## config.mk

```make
export PLATFORM = sky130hd
export DESIGN_NAME = rotary_encoder_ctrl_flat
export DESIGN_NICKNAME = d
export VERILOG_FILES = /design/src/rtl/rotary_encoder_ctrl_if.sv /design/src/rtl/rotary_encoder_ctrl.sv /design/src/flat_wrapper.sv
export SDC_FILE = /design/constraint.sdc
export NUM_CORES = 1
export LEC_CHECK = 0
export BUFFER_PORTS_ARGS = -buffer_cell sky130_fd_sc_hd__buf_4
export CAP_MARGIN = 10
export CORE_MARGIN = 4
export CORE_UTILIZATION = 30
export DETAILED_ROUTE_END_ITERATION = 7
export RECOVER_POWER = 25
export SLEW_MARGIN = 10
export SYNTH_ARGS = -nofsm -noshare
export SYNTH_HDL_FRONTEND = slang
export SYNTH_SLANG_ARGS = --single-unit
export TNS_END_PERCENT = 1
```

## constraint.sdc

```tcl
create_clock -name clk -period 2.9 [get_ports clk]
set_input_delay 0.58 -clock clk [delete_from_list [all_inputs] [get_ports clk]]
set_output_delay 0.58 -clock clk [all_outputs]
set_load 0.05 [all_outputs]
```

## src/rtl/rotary_encoder_ctrl_if.sv

```systemverilog
// Signal bundle between the encoder front end and the register/UI logic that consumes it.
interface rotary_encoder_ctrl_if #(
   parameter int unsigned CNT_W = 8,
   parameter int unsigned PB_W  = 16
);
   logic             enc_a;
   logic             enc_b;
   logic             pb_n;
   logic             clear;
   logic [CNT_W-1:0] enc_counter;
   logic             step_cw;
   logic             step_ccw;
   logic             quad_err;
   logic             pb_held;
   logic [PB_W-1:0]  pb_cnt;
   logic             pb_short;
   logic             pb_long;

   modport master (
      output enc_a, enc_b, pb_n, clear,
      input  enc_counter, step_cw, step_ccw, quad_err, pb_held, pb_cnt, pb_short, pb_long
   );

   modport slave (
      input  enc_a, enc_b, pb_n, clear,
      output enc_counter, step_cw, step_ccw, quad_err, pb_held, pb_cnt, pb_short, pb_long
   );
endinterface

```

## src/rtl/rotary_encoder_ctrl.sv

```systemverilog
// Quadrature encoder + pushbutton front end: sync, debounce, x1/x4 decode, bounded count, press timing.
// Define ENC_ACCEL_EN to enable same-direction step acceleration.
module rotary_encoder_ctrl #(
   parameter int unsigned CNT_W      = 8,
   parameter int unsigned CNT_MIN    = 0,
   parameter int unsigned CNT_MAX    = 255,
   parameter int unsigned CNT_RESET  = 128,
   parameter int unsigned WRAP       = 0,
   parameter int unsigned QUAD_MODE  = 0,
   parameter int unsigned DEB_CYCLES = 1000,
   parameter int unsigned PB_W       = 16,
   parameter int unsigned LONG_PRESS = 50000,
   parameter int unsigned ACCEL_WIN  = 200000,
   parameter int unsigned ACCEL_STEP = 4
) (
   input logic                  clk,
   input logic                  rstn,
   rotary_encoder_ctrl_if.slave bus
);

   localparam int unsigned DebW  = $clog2(DEB_CYCLES + 1);
   localparam int unsigned ExtW  = ((CNT_W > 32) ? CNT_W : 32) + 2;
   localparam int unsigned Range = CNT_MAX - CNT_MIN + 1;
   localparam logic        LongIsOne = (LONG_PRESS == 1);

   if (DEB_CYCLES < 1 || CNT_MIN >= CNT_MAX || (CNT_MAX >> CNT_W) != 0 ||
       (LONG_PRESS >> PB_W) != 0 || ACCEL_STEP < 1 || ACCEL_WIN < 1) begin : g_bad_params
      $error("rotary_encoder_ctrl: illegal parameter combination");
   end

   // Bit order throughout: {A, B, pb}
   logic [2:0]      sync1_q, sync2_q, deb_q, deb_d;
   logic [DebW-1:0] deb_cnt_q [3];
   logic [DebW-1:0] deb_cnt_d [3];
   logic [1:0]      ab_prev_q;
   logic            pb_prev_q;
   logic [CNT_W-1:0] cnt_q, cnt_d;
   logic            step_cw_q, step_ccw_q, quad_err_q;
   logic            pb_held_q, pb_short_q, pb_short_d, pb_long_q, pb_long_d;
   logic [PB_W-1:0] pb_cnt_q, pb_cnt_d;
   logic [1:0]      pos_diff;
   logic            fwd, rev, cw_ev, ccw_ev, err_ev;
   logic [ExtW-1:0] cnt_x, nxt_x, step_x;

   always_comb begin
      for (int i = 0; i < 3; i++) begin
         deb_d[i]     = deb_q[i];
         deb_cnt_d[i] = '0;
         if (sync2_q[i] != deb_q[i]) begin
            if (deb_cnt_q[i] == DebW'(DEB_CYCLES - 1)) deb_d[i] = sync2_q[i];
            else deb_cnt_d[i] = deb_cnt_q[i] + DebW'(1);
         end
      end
   end

   // Position along the CW cycle 00 -> 10 -> 11 -> 01.
   function automatic logic [1:0] quad_pos(input logic [1:0] ab);
      case (ab)
         2'b00:   quad_pos = 2'd0;
         2'b10:   quad_pos = 2'd1;
         2'b11:   quad_pos = 2'd2;
         default: quad_pos = 2'd3;
      endcase
   endfunction

   always_comb begin
      pos_diff = quad_pos(deb_q[2:1]) - quad_pos(ab_prev_q);
      fwd      = (pos_diff == 2'd1);
      rev      = (pos_diff == 2'd3);
      err_ev   = (pos_diff == 2'd2);
      if (QUAD_MODE != 0) begin
         cw_ev  = fwd;
         ccw_ev = rev;
      end else begin
         cw_ev  = fwd && (ab_prev_q == 2'b01) && (deb_q[2:1] == 2'b00);
         ccw_ev = rev && (ab_prev_q == 2'b10) && (deb_q[2:1] == 2'b00);
      end
   end

`ifdef ENC_ACCEL_EN
   localparam int unsigned AccW    = $clog2(ACCEL_WIN + 1);
   localparam int unsigned StepBig = (WRAP != 0) ? (ACCEL_STEP % Range) : ACCEL_STEP;

   logic [AccW-1:0] acc_tmr_q, acc_tmr_d;
   logic            last_cw_q, last_cw_d, last_vld_q, last_vld_d;

   always_comb begin
      acc_tmr_d  = (acc_tmr_q == AccW'(ACCEL_WIN)) ? acc_tmr_q : acc_tmr_q + AccW'(1);
      last_cw_d  = last_cw_q;
      last_vld_d = last_vld_q;
      step_x     = ExtW'(1);
      // No previous step exists right after reset, so the first step is never accelerated.
      if (last_vld_q && (last_cw_q == cw_ev) && (acc_tmr_q < AccW'(ACCEL_WIN))) begin
         step_x = ExtW'(StepBig);
      end
      if (cw_ev || ccw_ev) begin
         acc_tmr_d  = '0;
         last_cw_d  = cw_ev;
         last_vld_d = 1'b1;
      end
   end

   always_ff @(posedge clk or negedge rstn) begin
      if (!rstn) begin
         acc_tmr_q  <= '0;
         last_cw_q  <= 1'b0;
         last_vld_q <= 1'b0;
      end else begin
         acc_tmr_q  <= acc_tmr_d;
         last_cw_q  <= last_cw_d;
         last_vld_q <= last_vld_d;
      end
   end
`else
   always_comb step_x = ExtW'(1);
`endif

   always_comb begin
      cnt_x = ExtW'(cnt_q);
      nxt_x = cnt_x;
      if (cw_ev) begin
         nxt_x = cnt_x + step_x;
         if (nxt_x > ExtW'(CNT_MAX)) begin
            nxt_x = (WRAP != 0) ? nxt_x - ExtW'(Range) : ExtW'(CNT_MAX);
         end
      end else if (ccw_ev) begin
         if (cnt_x < ExtW'(CNT_MIN) + step_x) begin
            nxt_x = (WRAP != 0) ? cnt_x + ExtW'(Range) - step_x : ExtW'(CNT_MIN);
         end else begin
            nxt_x = cnt_x - step_x;
         end
      end
      cnt_d = bus.clear ? CNT_W'(CNT_RESET) : nxt_x[CNT_W-1:0];
   end

   always_comb begin
      pb_cnt_d   = pb_cnt_q;
      pb_short_d = 1'b0;
      pb_long_d  = 1'b0;
      if (pb_prev_q && !deb_q[0]) begin
         pb_cnt_d  = PB_W'(1);
         pb_long_d = LongIsOne;
      end else if (!pb_prev_q && !deb_q[0]) begin
         if (pb_cnt_q != '1) begin
            pb_cnt_d  = pb_cnt_q + PB_W'(1);
            pb_long_d = (pb_cnt_q == PB_W'(LONG_PRESS - 1));
         end
      end else if (!pb_prev_q && deb_q[0]) begin
         pb_short_d = (pb_cnt_q < PB_W'(LONG_PRESS));
      end
   end

   always_ff @(posedge clk or negedge rstn) begin
      if (!rstn) begin
         sync1_q    <= 3'b001;
         sync2_q    <= 3'b001;
         deb_q      <= 3'b001;
         for (int i = 0; i < 3; i++) deb_cnt_q[i] <= '0;
         ab_prev_q  <= 2'b00;
         pb_prev_q  <= 1'b1;
         cnt_q      <= CNT_W'(CNT_RESET);
         step_cw_q  <= 1'b0;
         step_ccw_q <= 1'b0;
         quad_err_q <= 1'b0;
         pb_held_q  <= 1'b0;
         pb_cnt_q   <= '0;
         pb_short_q <= 1'b0;
         pb_long_q  <= 1'b0;
      end else begin
         sync1_q    <= {bus.enc_a, bus.enc_b, bus.pb_n};
         sync2_q    <= sync1_q;
         deb_q      <= deb_d;
         for (int i = 0; i < 3; i++) deb_cnt_q[i] <= deb_cnt_d[i];
         ab_prev_q  <= deb_q[2:1];
         pb_prev_q  <= deb_q[0];
         cnt_q      <= cnt_d;
         step_cw_q  <= cw_ev;
         step_ccw_q <= ccw_ev;
         quad_err_q <= err_ev;
         pb_held_q  <= ~deb_q[0];
         pb_cnt_q   <= pb_cnt_d;
         pb_short_q <= pb_short_d;
         pb_long_q  <= pb_long_d;
      end
   end

   assign bus.enc_counter = cnt_q;
   assign bus.step_cw     = step_cw_q;
   assign bus.step_ccw    = step_ccw_q;
   assign bus.quad_err    = quad_err_q;
   assign bus.pb_held     = pb_held_q;
   assign bus.pb_cnt      = pb_cnt_q;
   assign bus.pb_short    = pb_short_q;
   assign bus.pb_long     = pb_long_q;

endmodule

```

## src/flat_wrapper.sv

```systemverilog
// flat-port wrapper written by rule: the top's interface ports become plain ports
module rotary_encoder_ctrl_flat 
#(
   parameter int unsigned CNT_W      = 8,
   parameter int unsigned CNT_MIN    = 0,
   parameter int unsigned CNT_MAX    = 255,
   parameter int unsigned CNT_RESET  = 128,
   parameter int unsigned WRAP       = 0,
   parameter int unsigned QUAD_MODE  = 0,
   parameter int unsigned DEB_CYCLES = 1000,
   parameter int unsigned PB_W       = 16,
   parameter int unsigned LONG_PRESS = 50000,
   parameter int unsigned ACCEL_WIN  = 200000,
   parameter int unsigned ACCEL_STEP = 4
)
  (clk, rstn, bus_enc_a, bus_enc_b, bus_pb_n, bus_clear, bus_enc_counter, bus_step_cw, bus_step_ccw, bus_quad_err, bus_pb_held, bus_pb_cnt, bus_pb_short, bus_pb_long);
  rotary_encoder_ctrl_if #(.CNT_W(CNT_W), .PB_W(PB_W)) bus_i ();
  input logic clk;
  input logic rstn;
  input wire logic [$bits(bus_i.enc_a)-1:0] bus_enc_a;
  input wire logic [$bits(bus_i.enc_b)-1:0] bus_enc_b;
  input wire logic [$bits(bus_i.pb_n)-1:0] bus_pb_n;
  input wire logic [$bits(bus_i.clear)-1:0] bus_clear;
  output wire logic [$bits(bus_i.enc_counter)-1:0] bus_enc_counter;
  output wire logic [$bits(bus_i.step_cw)-1:0] bus_step_cw;
  output wire logic [$bits(bus_i.step_ccw)-1:0] bus_step_ccw;
  output wire logic [$bits(bus_i.quad_err)-1:0] bus_quad_err;
  output wire logic [$bits(bus_i.pb_held)-1:0] bus_pb_held;
  output wire logic [$bits(bus_i.pb_cnt)-1:0] bus_pb_cnt;
  output wire logic [$bits(bus_i.pb_short)-1:0] bus_pb_short;
  output wire logic [$bits(bus_i.pb_long)-1:0] bus_pb_long;
  assign bus_i.enc_a = bus_enc_a;
  assign bus_i.enc_b = bus_enc_b;
  assign bus_i.pb_n = bus_pb_n;
  assign bus_i.clear = bus_clear;
  assign bus_enc_counter = bus_i.enc_counter;
  assign bus_step_cw = bus_i.step_cw;
  assign bus_step_ccw = bus_i.step_ccw;
  assign bus_quad_err = bus_i.quad_err;
  assign bus_pb_held = bus_i.pb_held;
  assign bus_pb_cnt = bus_i.pb_cnt;
  assign bus_pb_short = bus_i.pb_short;
  assign bus_pb_long = bus_i.pb_long;
  rotary_encoder_ctrl #(.CNT_W(CNT_W), .CNT_MIN(CNT_MIN), .CNT_MAX(CNT_MAX), .CNT_RESET(CNT_RESET), .WRAP(WRAP), .QUAD_MODE(QUAD_MODE), .DEB_CYCLES(DEB_CYCLES), .PB_W(PB_W), .LONG_PRESS(LONG_PRESS), .ACCEL_WIN(ACCEL_WIN), .ACCEL_STEP(ACCEL_STEP)) u_core (.clk(clk), .rstn(rstn), .bus(bus_i));
endmodule
```

Word-level counts from Yosys, hierarchy flattened

Index checks and enable logic that the tools add are counted.
Widths: inputs -> output; s select.

Register bits: 72
Input port bits: 6
Output and inout port bits: 30
Logic and storage cells: 85

Add/sub/neg operators: 7
$lt $le $gt $ge: 3
Eq/ne operators: 16
Multiplexer cells: 22
Bitwise gates (word level): 1
Reductions and logical operators: 18

Operator list:

| operator              | count |
|---|---|
| $mux 10               | 6 |
| $mux 16               | 3 |
| $mux 8                | 5 |
| $add 10x1->10 const B | 3 |
| $eq 10x10->1 const B  | 3 |
| $add 16x1->16 const B | 1 |
| $eq 16x16->1 const B  | 1 |
| $lt 16x16->1 const B  | 1 |
| $ne 16x16->1 const B  | 1 |
| $eq 2x2->1 const B    | 6 |
| $pmux 2 s3            | 2 |
| $add 8x1->9 const B   | 1 |
| $gt 9x8->1 const B    | 1 |
| $lt 8x1->1 const B    | 1 |
| $reduce_and 2->1      | 4 |
| $sub 8x1->8 const B   | 1 |
| $logic_and 1x1->1     | 7 |
| $mux 1                | 6 |
| $eq 2x1->1 const B    | 2 |
| $logic_not 2->1       | 2 |
| $reduce_bool 2->1     | 2 |
| $ne 1x1->1            | 3 |
| $reduce_bool 3->1     | 1 |
| $logic_not 1->1       | 2 |
| other kinds (2)       | 2 |

Logic depth before layout (Yosys ltp)

Gate-level depths: netlist (run 1).

Depth in word-level cells: 9
Gate-level depth with buffers: 13

Least setup slack after synthesis (run 1)

OpenSTA, ideal clock, no wires.

Path type: register -> register
Start point: register u_core.deb_q[1]
End point: register u_core.cnt_q[3], in the netlist u_core.bus.enc_counter[3]
Setup time: 130 ps
Arrival: 2136 ps
Data required time: 2770 ps
Setup slack: 635 ps
Cell stages (with the launch flop): 13
Path buffers: 2
Clock period less this slack: 2265 ps
Cells stage by stage: dfrtp_1 > inv_1 > ha_1 > inv_1 > ha_1 > xor3_2 > or2_1 > buf_6 > inv_2 > buf_6 > a21oi_1 > o22ai_1 > a31oi_1

Word-level cells in the longest chain between the ends: 8

Ends and longest elaborated chain:

| what                                                 | RTL line                                             | source |
|---|---|---|
| start: declaration                                   | rotary_encoder_ctrl.sv:32                            | `logic [2:0] sync1_q, sync2_q, deb_q, deb_d;` |
| start signal: assignment                             | rotary_encoder_ctrl.sv:157                           | `deb_q <= 3'b001;` |
| start signal: assignment                             | rotary_encoder_ctrl.sv:172                           | `deb_q <= deb_d;` |
| $eq 2x2->1 / $logic_not 2->1 (equally long branches) | rotary_encoder_ctrl.sv:58, rotary_encoder_ctrl.sv:75 |  |
| $pmux 2 s3                                           | rotary_encoder_ctrl.sv:58                            | `case (ab)` |
| $sub 2x2->2                                          | rotary_encoder_ctrl.sv:67                            | `pos_diff = quad_pos(deb_q[2:1]) - quad_pos(ab_prev_q);` |
| $eq 2x1->1                                           | rotary_encoder_ctrl.sv:68                            | `fwd = (pos_diff == 2'd1);` |
| $logic_and 1x1->1                                    | rotary_encoder_ctrl.sv:75                            | `cw_ev = fwd && (ab_prev_q == 2'b01) && (deb_q[2:1] == 2'b00);` |
| $logic_and 1x1->1 (*)                                | rotary_encoder_ctrl.sv:75                            |  |
| named net u_core.cw_ev                               | rotary_encoder_ctrl.sv:42                            | `logic fwd, rev, cw_ev, ccw_ev, err_ev;` |
| $mux 8                                               | rotary_encoder_ctrl.sv:121                           | `if (cw_ev) begin` |
| $mux 8                                               | rotary_encoder_ctrl.sv:133                           | `cnt_d = bus.clear ? CNT_W'(CNT_RESET) : nxt_x[CNT_W-1:0];` |
| end signal: assignment                               | rotary_encoder_ctrl.sv:161                           | `cnt_q <= CNT_W'(CNT_RESET);` |
| end signal: assignment                               | rotary_encoder_ctrl.sv:176                           | `cnt_q <= cnt_d;` |
| end: declaration                                     | rotary_encoder_ctrl.sv:37                            | `logic [CNT_W-1:0] cnt_q, cnt_d;` |

Mark *: on every way through the listed nets, which the timed path passes. The rest lies on a longest branch.
A chain may end at the register's enable or synchronous reset.

Worst setup path after layout (run 1)

Start point: register u_core.deb_q[1]
End point: register u_core.cnt_q[3], in the netlist u_core.bus.enc_counter[3]

Word-level cells in the longest chain between the ends: 8

Ends and longest elaborated chain:

| what                                                 | RTL line |
|---|---|
| $eq 2x2->1 / $logic_not 2->1 (equally long branches) | rotary_encoder_ctrl.sv:58, rotary_encoder_ctrl.sv:75, rotary_encoder_ctrl.sv:76 |
| $pmux 2 s3                                           | rotary_encoder_ctrl.sv:58 |
| $sub 2x2->2                                          | rotary_encoder_ctrl.sv:67 |
| $eq 2x1->1                                           | rotary_encoder_ctrl.sv:68 |
| $logic_and 1x1->1 (2 in a row)                       | rotary_encoder_ctrl.sv:75 |
| $mux 8                                               | rotary_encoder_ctrl.sv:121 |
| $mux 8                                               | rotary_encoder_ctrl.sv:133 |

Parallel ways exist; a longest one is shown, timed or not.

==> key figures, run 1 <==
Detailed routing
  • Detailed Route WL: ~7300 µm
  • 1st-iter DRT viols: 245
  • Via density: 4.92
  • Via count: around 2,800
  • WL/cell: roughly 13 µm
  • DR pass1 iterations: 4
  • Remaining DRCs: 0
  • Antenna Violating Nets Remaining: 0

Power and ir drop
  • P_leak: about 2.0 nW
  • Peak supply drop: 298 µV
  • Total power: 2.29 mW
  • PwrDens: roughly 520 nW/µm²

Clock tree
  • Worst skew pair latency: around 0.33 ns
  • Clock Pin Slew Worst Setup and Hold Paths: roughly 0.060 ns
  • H-tree level count: 3
  • Post-CTS Hold Buffers: 0
  • Resize count post-CTS: 0
  • Postcts setup bufs: 0
  • CTS tree: yes
  • Clock Sinks: between 70 and 80
  • Root Driver: clkbuf_16
  • Max clock buf depth: 2
  • Inserted Clock Buffers: 9

Synthesis
  • Flops & latches, synth: between 70 and 80
  • Yosys warning count: 0
  • Post-Syn Instances: approximately 380
  • Number of flops mapped to enable cells by yosys: 0
  • Mapped Avg Cell Area: slightly below 10 µm²
  • Main flop type after synthesis: dfrtp_1
  • Sequential area share after synthesis: 49.3%
  • Post-synth ARST share: between 90% and 100%
  • Post-Syn Area: approximately 3700 µm²
  • Syn_nets: approximately 400
  • Library cells used by synthesis: 46

Timing
  • Fmax: around 400 MHz
  • Setup TNS: 0 ns
  • Skew final: ~0.0065 ns
  • Slew @ Worst Pin: 1.81 ns
  • Slew HR: -20.5%
  • Final setup fails: 0
  • Final hold vios: 0
  • Number of max-slew violations in the final report: 73
  • Period utilisation layout: between 80% and 90%
  • RSZ-0062 raised after global routing: false
  • Minimum clock period: approximately 2.5 ns

Critical path
  • Crit. Startpoint: u_core.deb_q[1]$_DFFE_PN0P_
  • Worst Path Arrival: between 2 and 3 ns
  • Critical Path Source Type: flip-flop
  • Worst-path fanout max: 11
  • CP endpoint kind: flip-flop
  • Reg2reg start: u_core.deb_q[1]$_DFFE_PN0P_
  • Critical Path End: u_core.bus.enc_counter[3]$_DFFE_PN0P_
  • Worst Path Required: around 3.1 ns
  • Reg2reg end: u_core.bus.enc_counter[3]$_DFFE_PN0P_
  • R2R depth: 10
  • Worst R2R Setup Slack: 0.40 ns
  • Critical path class: reg -> reg

Final layout
  • Most frequent cells in the layout: dfrtp_1 (67), nor2_1 (57), nand2_1 (36)
  • FILL cells: between 1,000 and 1,500
  • P&R area growth vs syn: 19.8%
  • Fin util: 36.6%
  • Most common cell after layout, fill and taps aside: dfrtp_1
  • Layout cells sized above 1: about 17%
  • Ant diodes: 0
  • Nets: 435

Worst hold path
  • Hold Path Cell Cnt: 1
  • Worst Hold Class: in -> reg

GRT
  • Overflow after GRT: 0
  • Vias in the first global route: 2,728
  • First-pass GRT wire length: 12,800 µm
  • All-layer global routing usage: approximately 11%
  • Initial antenna violation count: 0
  • Largest net degree at the start of global routing: 73

Floorplanning
  • Die span in x: around 120 µm
  • Core area: 12,000 µm²
  • # IOs: 36
  • Die area: 14,100 µm²
  • Starting Density: a little under a third
  • Chip height: about 120 µm
  • Core Rows: 40

Outcome
  • Outcome: complete, but fails checks
  • Violated checks: max-capacitance violations, max-slew violations

Placed design
  • GPL Wtd Cong: approximately 0.82
  • Post-DP HPWL: around 5000 µm
  • PortBufs: 35

Run
  • # Max-Cap Violations: 1
-- critical path, cell delays in order (launching register included) --
cell	delay [ns]
dfrtp_1	0.43
inv_1	0.07
ha_1	0.29
inv_1	0.06
ha_1	0.13
xor3_2	0.46
or2_1	0.34
inv_2	0.19
a21oi_1	0.10
o22ai_1	0.17
a31oi_1	0.12
-- report_power, final --
part,switching (mW),internal [mW]
Clock,0.447,0.762
Combinational,0.0357,0.0155
Sequential,0.00953,1.02
-- sequential cells by signal (all words and copies together) (netlist names) --
name and flops:
u_core.bus.enc_counter 8, u_core.sync2_q 3, u_core.ab_prev_q 2, u_core.pb_prev_q 1, u_core.bus.pb_long 1, u_core.deb_cnt_q 30, u_core.deb_q 3, u_core.bus.pb_cnt 16
u_core.bus.step_cw 1, u_core.sync1_q 3, u_core.bus.pb_held 1, u_core.bus.quad_err 1, u_core.bus.pb_short 1, u_core.bus.step_ccw 1
-- logic make-up (layout without fill, tap and decap cells) --
| kind of cell | Yosys count | after routing | share of synthesized area, % |
|---|---|---|---|
| buf+inv | 26 | 70 | 3.31 |
| fa+ha+maj | 15 | 15 | 5.12 |
| xor+xnor | 41 | 41 | 10.2 |
| compound gates | 40 | 40 | 6.65 |
| flops | 72 | 72 | 49.3 |
| simple gates | 173 | 173 | 23.0 |
| mux | 8 | 8 | 2.35 |
-- cell usage after synthesis (6+ instances only) --
cell     instances  area share [%]
nand3_1         19             2.6
nand2_1         36             3.7
inv_1           17             1.7
xnor2_1         22             5.3
nor2_1          57             5.8
nand4_1          8             1.4
and3_1          11             1.9
a21oi_1         15             2.0
o21ai_0         11             1.5
nor3_1          10             1.4
nor2b_1          6             1.0
xor2_1          18             4.3
ha_1            15             5.1
or4_1            6             1.2
dfrtp_1         67              46
-- worst min-delay path by stage --
stage | from | to | slack, ns
final | bus_pb_n | u_core.sync1_q[0]$_DFF_PN1_ | 0.35
after global routing | bus_pb_n | u_core.sync1_q[0]$_DFF_PN1_ | 0.34
after CTS | bus_enc_b | u_core.sync1_q[1]$_DFF_PN0_ | 0.33
after detailed placement | u_core.sync1_q[0]$_DFF_PN1_ | u_core.sync2_q[0]$_DFF_PN1_ | 0.35
after global placement | u_core.sync1_q[0]$_DFF_PN1_ | u_core.sync2_q[0]$_DFF_PN1_ | 0.35
after floorplan | rstn | u_core.ab_prev_q[0]$_DFF_PN0_ | 0.28
-- metrics by stage --
step                      std cells  instance area (µm²)  hold slack, ns  worst slack, ns
after floorplan                 375                 3670           0.284            0.635
after CTS                       566                 4390           0.330            0.417
final                           566                 4390           0.353            0.401
after global placement          550                 4070           0.348            0.522
after detailed placement        550                 4070           0.352            0.437
after global routing            566                 4390           0.339            0.278
-- final cells by class --
cell class	instances	area [µm²]	share of cell area, %
Tap cell	147	184	4.19
Clock inverter	7	101	2.31
Multi-Input combinational cell	277	1740	39.6
Inverter	18	67.6	1.54
Clock buffer	9	225	5.13
Sequential cell	72	1810	41.2
Timing Repair Buffer	36	268	6.10
-- layer usage --
| metal | vias to the layer above | GRT usage [%] | share of wire [%] |
|---|---|---|---|
| met5 | - | 0 | 0 |
| met4 | 0 | 3.33 | 0.34 |
| met3 | 5 | 3.40 | 5.8 |
| met2 | 77 | 17.0 | 47 |
| li1 | 1357 | - | - |
| met1 | 1346 | 14.3 | 47 |
Power figures use the tool's default switching activity.
==> run 2: changes to the inputs <==
SLEW_MARGIN = 20   (was 10)
TNS_END_PERCENT = 30   (was 1)
clock period = 2.72 ns   (was 2.9 ns; I/O delays follow)
==> key figures, run 2 (synthesis results as in run 1) <==
Outcome
  • Outcome: complete, but fails checks
  • Violated checks: max-capacitance violations, max-slew violations

Clock tree
  • CTS tree: yes
  • Inserted Clock Buffers: 9
  • Resize count post-CTS: 0
  • Post-CTS Hold Buffers: 0
  • H-tree level count: 3
  • Clock Pin Slew Worst Setup and Hold Paths: about 0.060 ns
  • Clock Sinks: just over 70
  • Max clock buf depth: 2
  • Root Driver: clkbuf_16
  • Worst skew pair latency: about 0.34 ns
  • Postcts setup bufs: 0

Final layout
  • Area of the multi-input gates: around 1700 µm²
  • Largest Register: u_core.deb_cnt_q
  • Layout cells sized above 1: 16.9%
  • P&R area growth vs syn: 19.2%
  • Most frequent cells in the layout: dfrtp_1 (67), nor2_1 (57), nand2_1 (36)
  • Largest register FFs: 30
  • Fin util: 36.4%
  • Most common cell after layout, fill and taps aside: dfrtp_1
  • FILL cells: around 1,200
  • Nets: 435
  • Seq. cell area: roughly 1800 µm²
  • Ant diodes: 0

Critical path
  • Worst Path Arrival: approximately 2.7 ns
  • Worst Path Required: 2.92 ns
  • Critical path class: reg -> reg
  • Worst-path fanout max: 11
  • Critical Path Source Type: flip-flop
  • CP endpoint kind: flip-flop

Timing
  • Final hold vios: 0
  • Skew final: between 0.006 and 0.007 ns
  • Period utilisation layout: 91.6%
  • Slew @ Worst Pin: 1.77 ns
  • PnR worst setup slack: approximately 0.23 ns
  • Number of max-slew violations in the final report: 73
  • Fmax: approximately 400 MHz
  • Slew HR: -18.2%
  • Setup TNS: 0 ns
  • Minimum clock period: 2.49 ns
  • Worst hold slack: 0.313 ns
  • Final setup fails: 0
  • RSZ-0062 raised after global routing: false

Floorplanning
  • Core area: around 12,000 µm²
  • Chip height: between 100 and 150 µm
  • Starting Density: slightly above 30%
  • # IOs: 36
  • Die area: roughly 14,000 µm²
  • Core Rows: 40
  • Die span in x: approximately 120 µm

Detailed routing
  • 1st-iter DRT viols: about 280
  • Via count: roughly 2,800
  • WL/cell: 13.0 µm
  • Remaining DRCs: 0
  • DR pass1 iterations: 6
  • Via density: 4.94
  • Detailed Route WL: about 7300 µm
  • Antenna Violating Nets Remaining: 0

Placed design
  • GPL Wtd Cong: between 0.8 and 0.9
  • Worst slack, placed: 0.246 ns
  • PortBufs: 35
  • Post-DP HPWL: about 5000 µm

Power and ir drop
  • Total power: roughly 2.3 mW
  • P_leak: 1.95 nW
  • Peak supply drop: around 320 µV
  • PwrDens: 535 nW/µm²

GRT
  • Largest net degree at the start of global routing: 73
  • Overflow after GRT: 0
  • All-layer global routing usage: 11.1%
  • First-pass GRT wire length: 13,000 µm
  • Initial antenna violation count: 0
  • Vias in the first global route: around 2,800

Run
  • # Max-Cap Violations: 1

Worst hold path
  • Worst Hold Class: in -> reg
-- run 2: cell types whose count changed in the layout (fill, tap and decap cells not counted) --
cell and change:
inv_6 -1, bufinv_16 -1, clkinv_4 +2
-- run 2: per-stage QoR --
step	instances	instance area [µm²]
after floorplan	375	3670
after global placement	550	4070
after detailed placement	550	4070
after CTS	566	4370
after global routing	566	4370
final	566	4370
-- run 2: power by group --
part           switching, mW  leakage, nW  internal [mW]
clock network          0.468        0.143          0.719
logic                 0.0381        0.851         0.0166
registers             0.0103        0.952           1.09
-- run 2: final timing paths --
check	start	endpoint	slack, ns	cells after the start
max in group asynchronous	rstn	u_core.deb_cnt_q[9]$_DFF_PN0_	0.99	1
max	u_core.deb_q[1]$_DFFE_PN0P_	u_core.bus.enc_counter[3]$_DFFE_PN0P_	0.23	10
max reg2reg	u_core.deb_q[1]$_DFFE_PN0P_	u_core.bus.enc_counter[3]$_DFFE_PN0P_	0.23	10
min reg2reg	u_core.sync1_q[0]$_DFF_PN1_	u_core.sync2_q[0]$_DFF_PN1_	0.36	0
min	bus_pb_n	u_core.sync1_q[0]$_DFF_PN1_	0.31	1
min in group asynchronous	rstn	u_core.bus.pb_cnt[9]$_DFFE_PN0P_	0.68	1
-- run 2: routing by layer --
metal	global-route usage, %	routed length (µm)
met2	17.4	3360
met5	0	0
met3	3.59	439
met4	3.69	78
met1	14.6	3460
-- run 2: cell type report --
class,instances,area share [%]
clock buffer,9,5.15
timing repair buffer,36,6.13
inverter,18,1.55
multi-input combinational,277,39.8
tap,147,4.21
sequential,72,41.4
clock inverter,7,1.83
-- run 2: worst max-delay path, stage by stage, from the launching register on --
cell and delay [ns]:
dfrtp_1 0.43, inv_1 0.07, ha_1 0.29, inv_1 0.06, ha_1 0.13, xor3_2 0.46
or2_1 0.34, inv_2 0.20, a21oi_1 0.10, o22ai_1 0.17, a31oi_1 0.11
